**src/rtl/tuner_sweep_peak_search.sv**
```systemverilog
// rtl/tuner_sweep_peak_search.sv - ring tuning DAC sweep with threshold/hysteresis peak table
module tuner_sweep_peak_search #(
    parameter int DAC_WIDTH     = 8,
    parameter int ADC_WIDTH     = 8,
    parameter int NUM_TARGET    = 4,
    parameter int SETTLE_CYCLES = 2
) (
    input  logic                            i_clk,
    input  logic                            i_rst,
    input  logic                            i_trig_val,
    output logic                            o_trig_rdy,
    input  logic [DAC_WIDTH-1:0]            i_cfg_start,
    input  logic [DAC_WIDTH-1:0]            i_cfg_end,
    input  logic [DAC_WIDTH-1:0]            i_cfg_stride,
    input  logic                            i_cfg_dir,
    input  logic                            i_cfg_mode,
    input  logic [ADC_WIDTH-1:0]            i_cfg_thresh,
    input  logic [ADC_WIDTH-1:0]            i_cfg_hyst,
    output logic                            o_dac_val,
    output logic [DAC_WIDTH-1:0]            o_dac_code,
    input  logic                            i_dac_rdy,
    output logic                            o_pwr_rdy,
    input  logic                            i_pwr_val,
    input  logic [ADC_WIDTH-1:0]            i_pwr_data,
    output logic                            o_peaks_val,
    input  logic                            i_peaks_rdy,
    output logic [DAC_WIDTH*NUM_TARGET-1:0] o_peak_codes,
    output logic [ADC_WIDTH*NUM_TARGET-1:0] o_peak_pwrs,
    output logic [$clog2(NUM_TARGET+1)-1:0] o_peak_cnt,
    output logic                            o_overflow,
    output logic                            o_busy
);

    localparam int CW = $clog2(NUM_TARGET + 1);
    localparam int IW = (NUM_TARGET > 1) ? $clog2(NUM_TARGET) : 1;
    localparam int SW = (SETTLE_CYCLES > 1) ? $clog2(SETTLE_CYCLES) : 1;
    localparam logic [SW-1:0] SETTLE_LAST = SW'((SETTLE_CYCLES > 0) ? SETTLE_CYCLES - 1 : 0);
    localparam logic [CW-1:0] CNT_FULL    = CW'(NUM_TARGET);

    typedef enum logic [2:0] {
        S_IDLE, S_SET, S_SETTLE, S_SAMPLE, S_EVAL, S_DONE
    } state_t;

    state_t                 state_q, state_d;
    logic [DAC_WIDTH-1:0]   code_q, end_q, stride_q;
    logic                   dir_q, mode_q;
    logic [ADC_WIDTH-1:0]   thresh_q, hyst_q, samp_q;
    logic [SW-1:0]          settle_q;
    logic [ADC_WIDTH-1:0]   cand_pwr_q;
    logic [DAC_WIDTH-1:0]   cand_code_q;
    logic                   cand_armed_q;
    logic [DAC_WIDTH-1:0]   tab_code_q [NUM_TARGET];
    logic [ADC_WIDTH-1:0]   tab_pwr_q  [NUM_TARGET];
    logic [CW-1:0]          cnt_q;
    logic                   ovf_q;

    logic [DAC_WIDTH:0]     next_ext;
    logic                   sweep_last;
    logic                   cand_rise, commit, full;
    logic [IW-1:0]          min_idx;
    logic [IW-1:0]          wr_idx;

    // Next sweep point with carry/borrow so wrap past either end terminates the sweep
    always_comb begin
        next_ext   = '0;
        sweep_last = 1'b0;
        if (dir_q) begin
            next_ext   = {1'b0, code_q} - {1'b0, stride_q};
            sweep_last = next_ext[DAC_WIDTH] || (next_ext[DAC_WIDTH-1:0] < end_q);
        end else begin
            next_ext   = {1'b0, code_q} + {1'b0, stride_q};
            sweep_last = next_ext[DAC_WIDTH] || (next_ext[DAC_WIDTH-1:0] > end_q);
        end
    end

    // Peak decision terms and the weakest table slot (lowest index wins ties)
    always_comb begin
        cand_rise = samp_q > cand_pwr_q;
        commit    = cand_armed_q && (cand_pwr_q >= thresh_q) &&
                    (({1'b0, samp_q} + {1'b0, hyst_q}) <= {1'b0, cand_pwr_q});
        full      = (cnt_q == CNT_FULL);
        wr_idx    = cnt_q[IW-1:0];
        min_idx   = '0;
        for (int i = 1; i < NUM_TARGET; i++) begin
            if (tab_pwr_q[i] < tab_pwr_q[min_idx]) begin
                min_idx = IW'(i);
            end
        end
    end

    // State register
    always_ff @(posedge i_clk) begin
        if (i_rst) begin
            state_q <= S_IDLE;
        end else begin
            state_q <= state_d;
        end
    end

    // Next-state logic
    always_comb begin
        state_d = state_q;
        case (state_q)
            S_IDLE:   if (i_trig_val) state_d = S_SET;
            S_SET:    if (i_dac_rdy) state_d = (SETTLE_CYCLES == 0) ? S_SAMPLE : S_SETTLE;
            S_SETTLE: if (settle_q == SETTLE_LAST) state_d = S_SAMPLE;
            S_SAMPLE: if (i_pwr_val) state_d = S_EVAL;
            S_EVAL:   state_d = sweep_last ? S_DONE : S_SET;
            S_DONE:   if (i_peaks_rdy) state_d = S_IDLE;
            default:  state_d = S_IDLE;
        endcase
    end

    // Config latch, sweep code, settle timer, candidate tracking and peak table
    always_ff @(posedge i_clk) begin
        if (i_rst) begin
            code_q       <= '0;
            end_q        <= '0;
            stride_q     <= '0;
            dir_q        <= 1'b0;
            mode_q       <= 1'b0;
            thresh_q     <= '0;
            hyst_q       <= '0;
            samp_q       <= '0;
            settle_q     <= '0;
            cand_pwr_q   <= '0;
            cand_code_q  <= '0;
            cand_armed_q <= 1'b0;
            cnt_q        <= '0;
            ovf_q        <= 1'b0;
            for (int i = 0; i < NUM_TARGET; i++) begin
                tab_code_q[i] <= '0;
                tab_pwr_q[i]  <= '0;
            end
        end else begin
            case (state_q)
                S_IDLE: begin
                    if (i_trig_val) begin
                        code_q       <= i_cfg_start;
                        end_q        <= i_cfg_end;
                        stride_q     <= (i_cfg_stride == '0) ? DAC_WIDTH'(1) : i_cfg_stride;
                        dir_q        <= i_cfg_dir;
                        mode_q       <= i_cfg_mode;
                        thresh_q     <= i_cfg_thresh;
                        hyst_q       <= i_cfg_hyst;
                        cand_pwr_q   <= '0;
                        cand_code_q  <= '0;
                        cand_armed_q <= 1'b0;
                        cnt_q        <= '0;
                        ovf_q        <= 1'b0;
                        for (int i = 0; i < NUM_TARGET; i++) begin
                            tab_code_q[i] <= '0;
                            tab_pwr_q[i]  <= '0;
                        end
                    end
                end
                S_SET:    settle_q <= '0;
                S_SETTLE: settle_q <= settle_q + SW'(1);
                S_SAMPLE: if (i_pwr_val) samp_q <= i_pwr_data;
                S_EVAL: begin
                    if (cand_rise) begin
                        cand_pwr_q   <= samp_q;
                        cand_code_q  <= code_q;
                        cand_armed_q <= 1'b1;
                    end else if (commit) begin
                        cand_pwr_q   <= samp_q;
                        cand_code_q  <= code_q;
                        cand_armed_q <= 1'b0;
                        if (!full) begin
                            tab_code_q[wr_idx] <= cand_code_q;
                            tab_pwr_q[wr_idx]  <= cand_pwr_q;
                            cnt_q              <= cnt_q + CW'(1);
                        end else begin
                            ovf_q <= 1'b1;
                            if (mode_q && (cand_pwr_q > tab_pwr_q[min_idx])) begin
                                tab_code_q[min_idx] <= cand_code_q;
                                tab_pwr_q[min_idx]  <= cand_pwr_q;
                            end
                        end
                    end
                    if (!sweep_last) begin
                        code_q <= next_ext[DAC_WIDTH-1:0];
                    end
                end
                default: ;
            endcase
        end
    end

    // Output decode from state and result registers
    always_comb begin
        o_trig_rdy   = (state_q == S_IDLE);
        o_busy       = (state_q != S_IDLE);
        o_dac_val    = (state_q == S_SET);
        o_dac_code   = code_q;
        o_pwr_rdy    = (state_q == S_SAMPLE);
        o_peaks_val  = (state_q == S_DONE);
        o_peak_cnt   = cnt_q;
        o_overflow   = ovf_q;
        o_peak_codes = '0;
        o_peak_pwrs  = '0;
        for (int i = 0; i < NUM_TARGET; i++) begin
            o_peak_codes[i*DAC_WIDTH +: DAC_WIDTH] = tab_code_q[i];
            o_peak_pwrs[i*ADC_WIDTH +: ADC_WIDTH]  = tab_pwr_q[i];
        end
    end

endmodule
```
**config.mk**
```make
export PLATFORM = sky130hd
export DESIGN_NAME = tuner_sweep_peak_search
export DESIGN_NICKNAME = d
export VERILOG_FILES = /design/src/rtl/tuner_sweep_peak_search.sv
export SDC_FILE = /design/constraint.sdc
export NUM_CORES = 1
export LEC_CHECK = 0
export ABC_CLOCK_PERIOD_IN_PS = 20900
export BUFFER_PORTS_ARGS = -buffer_cell sky130_fd_sc_hd__buf_2
export CORE_MARGIN = 2
export CORE_UTILIZATION = 46
export DETAILED_ROUTE_END_ITERATION = 12
export GPL_ROUTABILITY_DRIVEN = 0
export PLACE_DENSITY = 0.74
export SLEW_MARGIN = 10
export SYNTH_ARGS = -nofsm -noshare
export SYNTH_HDL_FRONTEND = slang
export SYNTH_SLANG_ARGS = --single-unit
```
**constraint.sdc**
```tcl
create_clock -name i_clk -period 20.9 [get_ports i_clk]
set_clock_uncertainty 0.1 [all_clocks]
set_input_delay 0 -clock i_clk [delete_from_list [all_inputs] [get_ports i_clk]]
set_output_delay 0 -clock i_clk [all_outputs]
set_load 0.005 [all_outputs]
```
==> impl_summary.log <==
[metrics] status: completed
[metrics] share of the synthesized netlist area taken by xor and xnor gates: 1.334%
[metrics] multiplexer share of the synthesized area: 3.401%
[metrics] Antenna Cells: 0
[metrics] count of hold-fix buffers inserted at cts: 51
[metrics] cell types with the largest area share after synthesis: sky130_fd_sc_hd__edfxtp_1 23%, sky130_fd_sc_hd__dfxtp_1 18%, sky130_fd_sc_hd__ha_1 14%, sky130_fd_sc_hd__a21oi_1 7.0%, sky130_fd_sc_hd__nand2_1 4.6%
[metrics] synthesized-area fraction occupied by and/or/nand/nor cells: 16.90%
[metrics] Tcrit/Tclk final: 44.79%
[metrics] type of the worst min-delay path: in2reg
[metrics] Int Power: 751.5 µW
[metrics] Combinational Power Share: 42.9%
[metrics] switch share: 38.58%
[metrics] transition time of the tightest slew-check pin: 1.011 ns
[metrics] biggest area consumer among synthesized cells: sky130_fd_sc_hd__edfxtp_1
[metrics] full die area: 0.01966 mm²
[metrics] required time reported for the critical path endpoint: 20.84 ns
[metrics] clock power share: 26.1%
[metrics] PortBufs: 136
[metrics] via count: 7556
[metrics] all-layer global routing usage: 23.36%
[metrics] Fillers: 1576
[metrics] number of vias per cell after detailed routing: 5.626
[metrics] proportion of synthesized flip-flops having asynchronous set or reset: 0%
[metrics] peak fanout along the critical path: 17
[metrics] I/O pins: 137
[metrics] ratio of total power to cell area: 116.3 mW/mm²
[metrics] count of nets left with antenna violations after detail routing: 0
[metrics] kind of launch point of the worst setup path: register
[metrics] synthesized-area fraction occupied by ao, oa, aoi and oai cells: 18.78%
[metrics] dominant combinational cell family by area after synthesis: compound AO/OA/AOI/OAI gates
[metrics] Max Freq: 106.8 MHz
[metrics] starting density of the core: 47.19%
[metrics] EDFF count, synth: 64
[metrics] count of cells resized by post-cts repair: 0
[metrics] min cycle time layout: 9.361 ns
[metrics] count of maximum capacitance violations: 0
[metrics] setup repair after global routing missed its margin: false
[metrics] HPWL after DPL: 16830 µm
[metrics] type of the setup path with the least slack: reg2reg
[metrics] number of warnings issued by yosys: 0
[metrics] post-synthesis to final-layout area growth: 23.25%
[metrics] net count after synthesis: 1082
[metrics] total wire length: 23200 µm
[metrics] worst hold margin: 0.02629 ns
[metrics] drt first-iter violations: 663
[metrics] number of setup buffers added after CTS: 0
[metrics] Synth Instances: 929
[metrics] accumulated negative setup slack: 0 ns
[metrics] relative contribution of sequential cells to total power: 30.9%
[metrics] cell leakage power: 4.374 nW
[metrics] placement-stage worst setup slack: 11.83 ns
[metrics] number of global-route vias before repair: 7178
[metrics] IR drop worst, VDD: 0.08284 mV
[metrics] number of antenna violations at the first check in global routing: 0
[metrics] Net count, final: 1254
[metrics] Root Buffer Master: sky130_fd_sc_hd__clkbuf_16
[metrics] number of distinct library cells after synthesis: 70
[metrics] largest buffer count on any clock path: 2
[metrics] H-tree Lvls: 4
[metrics] global-route wire length before repair: 36720 µm
[metrics] flop and latch count out of synthesis: 139
[metrics] clock-pin slew of the registers on the worst-case setup and hold paths: 0.06 ns
[metrics] portion of synthesized cell area occupied by the leading cell type: 22.52%
[metrics] post-detailed-route wirelength per cell: 17.28 µm
[metrics] Die X: 140.2 µm
[metrics] maximum number of pins on one net before global-route repair: 74
[metrics] Worst Setup Slack, final: 11.54 ns
[metrics] Max-slew headroom: 32.59%
[metrics] floorplan die height: 140.2 µm
[metrics] std cell rows: 49
[metrics] total number of clock tree sinks: 139
[metrics] global-route congestion overflow total: 0
[metrics] Fin. Hold Viols: 0
[metrics] worst endpoint data arrival time: 9.30 ns
[metrics] Cell Area, Synth: 0.008534 mm²
[metrics] iteration count of the initial detailed-routing pass: 5
[metrics] net switching power figure: 472.1 µW
[metrics] Slew Viols, Final: 0
[metrics] number of remaining DRC errors: 0
[metrics] worst-skew pair later-pin latency: 0.42 ns
[metrics] number of setup violations in the final report: 0
[metrics] average cell area after synthesis: 9.187 µm²
[metrics] Top FF cell, synth: sky130_fd_sc_hd__dfxtp_1
[metrics] register area share after synthesis: 40.11%
[metrics] fraction of layout instances using a drive strength above 1: 16.88%
[metrics] clock tree from TritonCTS: built
[metrics] placeable core region: 0.01809 mm²
[metrics] adder and majority gate portion of the synthesized area: 14.48%
[metrics] CTS Buf Count: 17
[metrics] Critical Path Sink Type: register
[synthesized netlist by cell type (all sizes together) (3+ instances only)]
cell,instances
a21oi,119
nor2,37
and2,38
o21a,13
o31a,4
xor2,5
nand3,27
o31ai,3
mux2i,29
or3,4
o211ai,12
o21bai,3
buf,6
o21ai,35
edfxtp,64
nor4,6
xnor2,8
a21boi,17
o2111ai,3
fa,3
nand2,105
inv,73
a2111o,3
nand2b,24
dfxtp,75
nor3,15
nand4,12
a2111oi,6
nor2b,6
a211oi,9
ha,94
clkbuf,32
[layout by cell type (no fill, tap or decap), types with 9 or more instances in the layout]
cell type / instances
sky130_fd_sc_hd__dlygate4sd3_1: 51
sky130_fd_sc_hd__o211ai_1: 12
sky130_fd_sc_hd__dfxtp_1: 75
sky130_fd_sc_hd__o21ai_0: 32
sky130_fd_sc_hd__and2_1: 34
sky130_fd_sc_hd__a21oi_1: 119
sky130_fd_sc_hd__clkbuf_16: 17
sky130_fd_sc_hd__buf_2: 136
sky130_fd_sc_hd__a211oi_1: 9
sky130_fd_sc_hd__nand3_1: 27
sky130_fd_sc_hd__nor2_1: 36
sky130_fd_sc_hd__o21a_1: 13
sky130_fd_sc_hd__ha_1: 94
sky130_fd_sc_hd__a21boi_0: 15
sky130_fd_sc_hd__nor3_1: 13
sky130_fd_sc_hd__inv_1: 73
sky130_fd_sc_hd__mux2i_1: 29
sky130_fd_sc_hd__nand2_1: 105
sky130_fd_sc_hd__nand4_1: 12
sky130_fd_sc_hd__nand2b_1: 23
sky130_fd_sc_hd__edfxtp_1: 64
[metrics by stage]
stage	total power, mW	cell area [µm²]	utilization, %	cells
2_1_floorplan	0.7463	8534	-	929
3_3_place_gp	0.8779	9385	51.89	1260
3_5_place_dp	0.8909	9385	51.89	1260
4_1_cts	1.221	10520	58.16	1343
5_1_grt	1.304	10520	58.16	1343
6_report	1.224	10520	58.16	1343
[layout make-up]
cell class / count / area (µm²) / area share, %
clock buffer: 17 / 425.4 / 4.044
clock inverter: 15 / 197.7 / 1.879
inverter: 73 / 274.0 / 2.605
multi-input combinational: 679 / 4691 / 44.59
sequential: 139 / 3423 / 32.54
tap: 229 / 286.5 / 2.724
timing repair buffer: 191 / 1221 / 11.61
[flip-flops by register name (all words and copies together) (netlist names), 8 cells and up]
name	flops
hyst_q	8
cand_pwr_q	8
end_q	8
samp_q	8
o_dac_code	8
tab_code_q	32
thresh_q	8
tab_pwr_q	32
cand_code_q	8
stride_q	8
[cells by family (layout without fill, tap and decap cells)]
| family | after synthesis | after routing |
|---|---|---|
| AND/OR/NAND/NOR | 288 | 288 |
| XOR/XNOR | 13 | 13 |
| buffers and inverters | 111 | 296 |
| AO/OA/AOI/OAI | 252 | 252 |
| adder cells (fa/ha/maj) | 97 | 97 |
| flip-flops | 139 | 139 |
| multiplexers | 29 | 29 |
[routing by layer]
layer / vias up / wire, µm / track usage, % / part of all wire [%]
met5: - / 0 / 0 / 0
met2: 295 / 10740 / 38.83 / 46
met1: 3544 / 10520 / 31.18 / 45
li1: 3686 / - / - / -
met4: 0 / 287 / 5.795 / 1.2
met3: 31 / 1654 / 5.060 / 7.1
[critical path, cell delays in order, from the launching register on]
cell and delay (ns):
sky130_fd_sc_hd__edfxtp_1 0.42, sky130_fd_sc_hd__ha_1 0.31, sky130_fd_sc_hd__and4_1 0.22, sky130_fd_sc_hd__o21ai_0 0.13, sky130_fd_sc_hd__o21ai_2 0.56, sky130_fd_sc_hd__mux2i_1 0.33, sky130_fd_sc_hd__ha_1 0.31, sky130_fd_sc_hd__a2111oi_0 0.44
sky130_fd_sc_hd__o211ai_1 0.32, sky130_fd_sc_hd__o21ai_2 0.48, sky130_fd_sc_hd__mux2i_1 0.33, sky130_fd_sc_hd__inv_1 0.07, sky130_fd_sc_hd__ha_1 0.29, sky130_fd_sc_hd__nand4_1 0.18, sky130_fd_sc_hd__a21oi_1 0.20, sky130_fd_sc_hd__or3_1 0.15
sky130_fd_sc_hd__a211oi_1 0.06, sky130_fd_sc_hd__nor2_1 0.75, sky130_fd_sc_hd__mux2i_1 0.29, sky130_fd_sc_hd__ha_1 0.28, sky130_fd_sc_hd__nand4_1 0.13, sky130_fd_sc_hd__nor2_1 0.05, sky130_fd_sc_hd__nor4_1 0.50, sky130_fd_sc_hd__nand2_1 0.17
sky130_fd_sc_hd__nor3_1 0.22, sky130_fd_sc_hd__nand4b_1 0.65, sky130_fd_sc_hd__nand3_1 1.02
[worst paths after layout]
path | end | from | depth (start not counted) | slack [ns]
hold / removal | o_dac_code[5] | i_cfg_start[5] | 5 | 0.03
hold reg to reg | thresh_q[6] | thresh_q[6] | 2 | 0.35
setup / recovery | tab_pwr_q[1][7] | tab_pwr_q[1][6] | 26 | 11.54
setup reg to reg | tab_pwr_q[1][7] | tab_pwr_q[1][6] | 26 | 11.54
[power by group through the flow]
stage                     combinational [mW]  sequential, mW  clock [mW]
after floorplan                        0.381           0.365           0
after global placement                 0.496           0.382           0
after detailed placement               0.507           0.384           0
after CTS                              0.520           0.378       0.324
after global routing                   0.585           0.384       0.335
final                                  0.525           0.378       0.320
No activity file was read; power rests on OpenSTA's default activity.
